`config.mk`:
```
export PLATFORM = sky130hd
export DESIGN_NAME = ps2_line_builder
export DESIGN_NICKNAME = d
export VERILOG_FILES = /design/src/rtl/ps2_line_builder.sv
export SDC_FILE = /design/constraint.sdc
export NUM_CORES = 1
export LEC_CHECK = 0
export ABC_AREA = 1
export CAP_MARGIN = 20
export CORE_MARGIN = 4
export CORE_UTILIZATION = 40
export DETAILED_ROUTE_END_ITERATION = 16
export PLACE_DENSITY_LB_ADDON = 0.08
export SLEW_MARGIN = 20
export SYNTH_ARGS = -nofsm -noshare
export SYNTH_HDL_FRONTEND = slang
export SYNTH_SLANG_ARGS = --single-unit
```
`constraint.sdc`:
```
create_clock -name clock -period 3.92 [get_ports clock]
set_input_delay 0.784 -clock clock [delete_from_list [all_inputs] [get_ports clock]]
set_output_delay 0.784 -clock clock [all_outputs]
set_load 0.02 [all_outputs]
```
`src/rtl/ps2_line_builder.sv`:
```
// Line editor for decoded PS/2 keystrokes: builds a 32-character line, supports
// backspace, and on ENTER publishes the line with a one-cycle ready pulse.
module ps2_line_builder #(
    parameter logic [7:0] BKSP_CODE  = 8'h08,
    parameter logic [7:0] ENTER_CODE = 8'h0D
) (
    input  logic         clock,
    input  logic         resetn,
    input  logic [7:0]   ps2_key_data,
    input  logic         ps2_key_pressed,
    output logic [255:0] ps2_line_content,
    output logic [255:0] committed_line,
    output logic         ps2_line_ready,
    output logic [5:0]   line_length,
    output logic         key_dropped
);

    typedef enum logic [1:0] {
        ST_EDIT   = 2'd0,
        ST_COMMIT = 2'd1,
        ST_CLEAR  = 2'd2
    } state_t;

    state_t         state_q, state_d;
    logic [255:0]   content_q, content_d;
    logic [255:0]   committed_q, committed_d;
    logic [5:0]     len_q, len_d;
    logic           ready_q, ready_d;
    logic           drop_q, drop_d;
    logic [5:0]     len_dec_s;

    function automatic logic is_printable(input logic [7:0] code);
        return (code >= 8'h20) && (code <= 8'h7E);
    endfunction

    // Character idx lives at bits [255-8*idx -: 8]; shift distance is 8*(31-idx).
    function automatic logic [255:0] place_byte(input logic [255:0] line,
                                                input logic [4:0]   idx,
                                                input logic [7:0]   value);
        logic [7:0] shift;
        shift = {~idx, 3'b000};
        return (line & ~({248'h0, 8'hFF} << shift)) | ({248'h0, value} << shift);
    endfunction

    assign len_dec_s = len_q - 6'd1;

    // State register
    always_ff @(posedge clock or negedge resetn) begin
        if (!resetn) begin
            state_q <= ST_EDIT;
        end else begin
            state_q <= state_d;
        end
    end

    // Next-state logic
    always_comb begin
        state_d = state_q;
        case (state_q)
            ST_EDIT: begin
                if (ps2_key_pressed && (ps2_key_data == ENTER_CODE) && (len_q != 6'd0)) begin
                    state_d = ST_COMMIT;
                end else begin
                    state_d = ST_EDIT;
                end
            end
            ST_COMMIT: state_d = ST_CLEAR;
            ST_CLEAR:  state_d = ST_EDIT;
            default:   state_d = ST_EDIT;
        endcase
    end

    // Datapath next values; outputs are registered so each strobe shows after its edge
    always_comb begin
        content_d   = content_q;
        committed_d = committed_q;
        len_d       = len_q;
        ready_d     = 1'b0;
        drop_d      = 1'b0;
        case (state_q)
            ST_EDIT: begin
                if (!ps2_key_pressed) begin
                    drop_d = 1'b0;
                end else if (ps2_key_data == BKSP_CODE) begin
                    if (len_q != 6'd0) begin
                        content_d = place_byte(content_q, len_dec_s[4:0], 8'h00);
                        len_d     = len_dec_s;
                    end else begin
                        len_d = len_q;
                    end
                end else if (ps2_key_data == ENTER_CODE) begin
                    if (len_q != 6'd0) begin
                        committed_d = content_q;
                        ready_d     = 1'b1;
                    end else begin
                        ready_d = 1'b0;
                    end
                end else if (is_printable(ps2_key_data)) begin
                    if (len_q < 6'd32) begin
                        content_d = place_byte(content_q, len_q[4:0], ps2_key_data);
                        len_d     = len_q + 6'd1;
                    end else begin
                        drop_d = 1'b1;
                    end
                end else begin
                    drop_d = 1'b0;
                end
            end
            ST_COMMIT: begin
                drop_d = ps2_key_pressed;
            end
            ST_CLEAR: begin
                drop_d    = ps2_key_pressed;
                content_d = 256'h0;
                len_d     = 6'd0;
            end
            default: begin
                content_d = 256'h0;
                len_d     = 6'd0;
            end
        endcase
    end

    // Datapath and output registers
    always_ff @(posedge clock or negedge resetn) begin
        if (!resetn) begin
            content_q   <= 256'h0;
            committed_q <= 256'h0;
            len_q       <= 6'd0;
            ready_q     <= 1'b0;
            drop_q      <= 1'b0;
        end else begin
            content_q   <= content_d;
            committed_q <= committed_d;
            len_q       <= len_d;
            ready_q     <= ready_d;
            drop_q      <= drop_d;
        end
    end

    assign ps2_line_content = content_q;
    assign committed_line   = committed_q;
    assign ps2_line_ready   = ready_q;
    assign line_length      = len_q;
    assign key_dropped      = drop_q;

endmodule

```
Word level (Yosys, flattened, before mapping)
Index checks and enable logic that the tools add are counted.

operators by class
  add/sub/neg operators = 2
  $lt $le $gt $ge = 3
  equal/unequal tests = 9
  shift-type cells = 4
  mux-type cells = 27
  bitwise logic cells = 10
  reductions and logical operators = 8

operator list
  cell                                                  number
  two-way mux 256 bit                                   6
  AND 256 bit                                           2
  NOT 256 bit                                           2
  OR 256 bit                                            2
  case mux 256 bit (2 select lines)                     1
  << shifter 8 x 8 -> 256 bit (first input constant)    2
  << shifter 1 x 8 -> 256 bit (first input constant)    1
  << shifter 8 x 8 -> 256 bit                           1
  two-way mux 6 bit                                     6
  equality test 8 x 4 -> 1 bit (second input constant)  2
  != test 3 bit (second input constant)                 4
  case mux 6 bit (2 select lines)                       1
  two-way mux 1 bit                                     11
  NOT 5 bit                                             2
  >= comparator 8 x 6 -> 1 bit (second input constant)  1
  <= comparator 8 x 7 -> 1 bit (second input constant)  1
  adder 6 x 1 -> 6 bit (second input constant)          1
  < comparator 6 bit (second input constant)            1
  AND reduction 6 bit                                   1
  nonzero test 6 bit                                    1
  subtractor 6 x 1 -> 6 bit (second input constant)     1
  AND reduction 5 bit                                   1
  case mux 2 bit (2 select lines)                       1
  logical AND 1 bit                                     3
  7 further kinds                                       8

word-level totals
  bits in registers = 522
  input port bits = 11
  output and inout bits = 520
  word-level logic and storage cells = 69

Longest topological paths before layout
Gate-level depths: netlist of run 1.

  depth in word-level cells = 11
  depth in mapped cells = 15
  mapped depth without buffers = 11

Worst setup path before layout of run 1
Ideal clock, no wire load.

  kind = flip-flop to flip-flop
  start = register len_q[1], in the netlist line_length[1]
  end = register committed_q[104], in the netlist committed_line[104]
  library setup time = 130 ps
  arrival time = 2356 ps
  required time = 3790 ps
  path slack = 1434 ps
  stages on the path, launching flop included = 16
  buffers on the path = 5
  clock period less this slack = 2486 ps
  cells stage by stage = dfrtp_1 buf_4 clkinv_1 buf_2 ha_1 inv_1 nor2_1 inv_1 nor2_4 nand2_1 nand3_2 buf_4 buf_4 buf_2 nand2_1 o21ai_0

on the way
  word-level cells in the longest chain between the ends = 2

ends and longest elaborated chain
  element                        line  source
  from (decl)                    27    logic [5:0] len_q, len_d;
  from (signal assigned)         135   len_q <= len_d;
  nonzero test 6 bit             92    if (len_q != 6'd0) begin
  AND reduction 5 bit (no line)  --
  to (signal assigned)           134   committed_q <= committed_d;
  to (decl)                      26    logic [255:0] committed_q, committed_d;

No other way between the ends.
A chain may end at the register's enable or synchronous reset.

Worst setup path after layout of run 1
  start = register len_q[0], in the netlist line_length[0]
  end = register committed_q[146], in the netlist committed_line[146]

The elaborated chain is that of the path after synthesis.

==> results of run 1 <==
## flip-flops by register name (all words and copies together), names as in the netlist
register and count:
line_length 6, state_q 2, ps2_line_ready 1, ps2_line_content 256, key_dropped 1, committed_line 256
## worst reg2reg max path: stages (launching register included)
cell and delay (ps):
dfrtp_1 600, inv_1 160, ha_1 280, inv_1 100
nor2_1 300, inv_1 150, nor2_4 280, nand2_1 170
nand3_4 220, buf_16 350, buf_4 590, nand2_1 100
nand2_1 80
## kinds of logic (layout without fill, tap and decap cells)
family | count (synthesis) | after routing | share of synthesized area, %
xor+xnor | 1 | 1 | 0.0320
simple gates | 2851 | 2851 | 41.6
buf+inv | 373 | 872 | 5.88
fa+ha+maj | 12 | 12 | 0.548
flops | 522 | 522 | 47.7
compound gates | 226 | 226 | 4.32
## per-stage QoR
stage	cell area [um^2]	setup WS [ps]	instances
floorplan	27400	1430	3985
global placement	33700	362	5245
detailed placement	33700	401	5245
CTS	35700	338	5356
global route	35800	231	5357
finish	35800	456	5357
## per-layer routing
layer	part of all wire, %	vias up	global-route usage (%)
met4	2.7	4	7.86
met5	0.019	-	0
met1	44	13244	42.2
met3	8.5	170	6.44
li1	-	13428	-
met2	45	1209	47.0
## worst paths after layout
check | start | end | slack, ps | depth (start not counted)
max | line_length[0] | committed_line[146] | 460 | 12
min | resetn | committed_line[204] | 150 | 1
max reg2reg | line_length[0] | committed_line[146] | 460 | 12
min reg2reg | committed_line[44] | committed_line[44] | 480 | 2
max in group asynchronous | resetn | committed_line[8] | 2740 | 2
min in group clock | committed_line[44] | committed_line[44] | 480 | 2
## power breakdown
group / switching, mW / total (mW) / internal [mW]
Sequential: 0.848 / 6.77 / 5.92
Combinational: 4.43 / 6.50 / 2.07
Clock: 2.38 / 5.80 / 3.43
## cell usage after synthesis
| library cell | n |
|---|---|
| buf_1 | 24 |
| nor2_1 | 76 |
| nor4_1 | 1 |
| o21bai_1 | 1 |
| clkinv_1 | 5 |
| buf_2 | 70 |
| nand4_1 | 3 |
| o22ai_1 | 40 |
| a21oi_1 | 2 |
| nand3_1 | 507 |
| nor3_1 | 2 |
| xnor2_1 | 1 |
| clkbuf_1 | 116 |
| ha_1 | 12 |
| buf_6 | 9 |
| nand2_2 | 1 |
| inv_1 | 131 |
| inv_2 | 3 |
| o21ai_0 | 161 |
| nand2_1 | 2255 |
| nor2_2 | 1 |
| buf_4 | 15 |
| dfrtp_1 | 522 |
| nand3_2 | 1 |
| o21ai_1 | 22 |
| nor2_4 | 4 |
## final cells by class
type,instances,area (um^2)
clock buffer,91,1770
sequential,522,13100
clock inverter,20,243
tap,873,1090
multi-input combinational,3090,12800
inverter,139,529
timing repair buffer,622,6250
fill,6654,31800
## timing repair
item                                    in CTS  in global routing
buffers inserted                             0                  0
endpoints found under the setup margin       0                 61
gates resized for setup                      0                  1
endpoints found under the hold margin        0                  0
==> impl_results.md, run 1 <==
* Pwr Density at 533 nW/um^2
* Share of cells above drive strength 1 at 4.79%
* Worst Skew at 21.7 ps
* FF+latch count, synth at 522
* Largest net degree at the start of global routing at 226
* Status: complete, no violations
* Avg Inst Size Synth at 6.88 um^2
* Area contributors post-synth: dfrtp_1, nand2_1, nand3_1
* Crit start category: flip-flop
* Final period util at 88.4%
* Final Wtd Congestion at 0.935
* Synthesized Nets at 4008
* Most common cell after layout, fill and taps aside: nand2_1
* Final hold violation count at 0
* WP buf/inv at 5
* Post-DRT Antenna Nets at 0
* Number of diodes at 0
* Share of the synthesized area in the top cell type at 47.7%
* Post-detail-place hpwl at 76.2 mm
* Residual DRC at 0
* Area of the core at 67500 um^2
* DR pass1 iterations at 6
* Via Count at 28055
* First DRT Iteration DRCs at 3000
* Worst-Margin Slew at 1410 ps
* Clock Latency Late Sink at 640 ps
* Max cap viols at 0
* Starting Density at 40.6%
* Slowest stage cell, crit path: dfrtp_1
* Tot Pwr at 19.1 mW
* CTS tree: done
* Final Setup Violations at 0
* Max Fanout on Critical Path at 113
* Number of H-tree levels at 2
* Final min period at 3460 ps
* Crit-path leading delay family: buffers and inverters
* Clk root buf: clkbuf_16
* Synth warnings at 0
* Setup TNS Final at 0 ps
* CTS Buf Count at 60
* Die Area at 72800 um^2
* Antenna violations before repair at 2
* Final core utilization at 53.0%
* Clock transition at the registers of the reported paths at 60 ps
* CTS max path bufs at 3
* Cts hold-fix bufs at 0
* Vias in the first global route at 26072
* Routed WL per cell at 21.1 um
* Critical Path AT at 4020 ps
* Max-slew violations at 0
* Synth-to-layout area growth at 30.5%
* Largest area contributor in the netlist: dfrtp_1
* Worst setup EP type: flip-flop
* Commonest non-fill, non-tap cells in the layout: nand2_1, clkdlybuf4s50_1, dfrtp_1, nand3_1, o21ai_0
* Hold Path Class: in -> async
* DRT Wirelength at 113 mm
* Critical path type: reg -> reg
* GRT Overall Usage at 29.9%
* Synth cell types at 26
* Routed vias/inst at 5.24
* Die span in y at 270 um
* Hold Slack at 152 ps
* Syn Inst Count at 3985
* Die X-Extent at 270 um
* First-pass GRT wire length at 171 mm
* CP peak stage delay at 600 ps
* Seq/Total Area, Yosys at 47.7%
* Fmax at 289 MHz
* Clock tree sinks at 522
* Ports at 531
* Relative slew margins at 5.97%
* Site row count at 95
* Worst VDD drop at 385 uV
* Total congestion overflow at 0
* Unrepaired setup endpoints after global routing: no
* Cell Area, Synth at 27400 um^2
* I/O Buffers at 530
* Worst endpoint required time at 4480 ps
* Layout net count at 4458
* CP cell instances: inv_1, ha_1, inv_1, nor2_1, inv_1, nor2_4, nand2_1, nand3_4, buf_16, buf_4, nand2_1, nand2_1
* P_leak at 18.4 nW
Power figures use the tool's default switching activity.
==> run 2: changes to the inputs <==
CORE_UTILIZATION = 57   (was 40)
==> run 2 against run 1 <==
Cell area down 1.3%. Sequential share of layout area up 0.49 points. Flip-flop and latch count unchanged. Critical endpoint is now committed_line[108].
==> impl_results.md, run 2 (synthesis gave the netlist of run 1 again) <==
* Crit start category: flip-flop
* GRT Overall Usage at 38.4%
* Largest net degree at the start of global routing at 271
* Ports at 531
* Final core utilization at 74.0%
* Pwr Density at 532 nW/um^2
* CTS max path bufs at 3
* Status: complete, no violations
* Die X-Extent at 227 um
* Max-slew violations at 0
* DRT Wirelength at 103 mm
* CTS tree: done
* Synth-to-layout area growth at 28.7%
* Final Setup Violations at 0
* Via Count at 29114
* Relative slew margins at 34.5%
* Die span in y at 227 um
* Max layer used: met4
* Unrepaired setup endpoints after global routing: no
* Clk root buf: clkbuf_16
* Fmax at 287 MHz
* Tot Pwr at 18.8 mW
* Routed WL per cell at 20.3 um
* Worst VDD drop at 401 uV
* Metal-1 WL at 40.7 mm
* Post-detail-place hpwl at 68.2 mm
* First-pass GRT wire length at 155 mm
* Area of the core at 47600 um^2
* Number of H-tree levels at 2
* Final hold violation count at 0
* Register area at 13100 um^2
* Worst setup EP type: flip-flop
* Antenna violations before repair at 1
* Clock tree sinks at 522
* Post-DRT Antenna Nets at 0
* Hold Path Class: in -> async
* Cts hold-fix bufs at 0
* Final min period at 3490 ps
* Critical path type: reg -> reg
* Fillers at 3800
* Residual DRC at 0
* Critical Path AT at 4010 ps
* Met3 WL at 12.0 mm
* Vias in the first global route at 26092
* First DRT Iteration DRCs at 4025
* Post-DP Area at 33300 um^2
* Clock Latency Late Sink at 630 ps
* Post-CTS sizing at 0
* CTS Buf Count at 55
* Site row count at 80
* P_leak at 18.3 nW
* Commonest non-fill, non-tap cells in the layout: nand2_1, clkdlybuf4s50_1, dfrtp_1, nand3_1, o21ai_0
* Die Area at 51700 um^2
* DR pass1 iterations at 7
* DR WL met2 at 45.5 mm
* Routed vias/inst at 5.73
* Pre-CTS setup slack at 528 ps
* Worst Skew at 25.2 ps
* I/O Buffers at 530
* Worst setup margin at 433 ps
* Clock transition at the registers of the reported paths at 70 ps
* Share of cells above drive strength 1 at 4.51%
* Starting Density at 57.5%
* Final period util at 88.9%
* Final Wtd Congestion at 0.950
* Layout net count at 4445
* Max cap viols at 0
* Setup TNS Final at 0 ps
* Worst-Margin Slew at 981 ps
* Multi-input logic area at 12800 um^2
* Total congestion overflow at 0
* Finished Cell Area at 35300 um^2
* Most common cell after layout, fill and taps aside: nand2_1
* Max Fanout on Critical Path at 183
* Post CTS Setup Buffer Count at 0
* Worst endpoint required time at 4440 ps
[run 2: stage by stage]
stage	instances	hold WS, ps
6_report	5077	237
5_1_grt	5076	286
4_1_cts	5075	243
3_5_place_dp	4979	464
3_3_place_gp	4979	461
2_1_floorplan	3985	488
[run 2: layout make-up]
class	count	area share [%]
Inverter	139	1.50
Sequential cell	522	37.0
Tap cell	615	2.18
Antenna cell	1	0.00709
Timing Repair Buffer	614	17.6
Clock buffer	78	4.64
Multi-Input combinational cell	3090	36.3
Clock inverter	18	0.784
[run 2: critical path: stages (launching register included)]
cell and delay [ps]:
dfrtp_1 360, buf_4 190, inv_1 90, ha_1 290, inv_1 100, nor2_1 330
inv_1 160, nor2_4 270, nand2_1 140, nand3_4 150, buf_12 310, buf_16 440
nand2_1 130, o21ai_0 140
[run 2: final timing paths]
check,startpoint,end,slack (ps),cells after the start
worst max-delay path,line_length[0],committed_line[108],430,13
worst min-delay path,resetn,committed_line[213],240,1
worst max register to register,line_length[0],committed_line[108],430,13
worst min register to register,committed_line[103],committed_line[103],480,2
max in group asynchronous,resetn,line_length[4],2590,2
min in group clock,committed_line[103],committed_line[103],480,2
[run 2: where the power goes]
group          switching (mW)  internal (mW)  total [mW]  leakage (nW)
registers               0.856           5.92        6.78          7.24
clock network            2.26           3.34        5.60         0.936
logic                    4.33           2.05        6.38          10.2
[run 2: per-layer routing]
| metal | GRT usage [%] | vias up |
|---|---|---|
| li1 | - | 13383 |
| met1 | 54.6 | 13712 |
| met2 | 57.3 | 1757 |
| met3 | 9.56 | 262 |
| met4 | 15.2 | 0 |
| met5 | 0 | - |
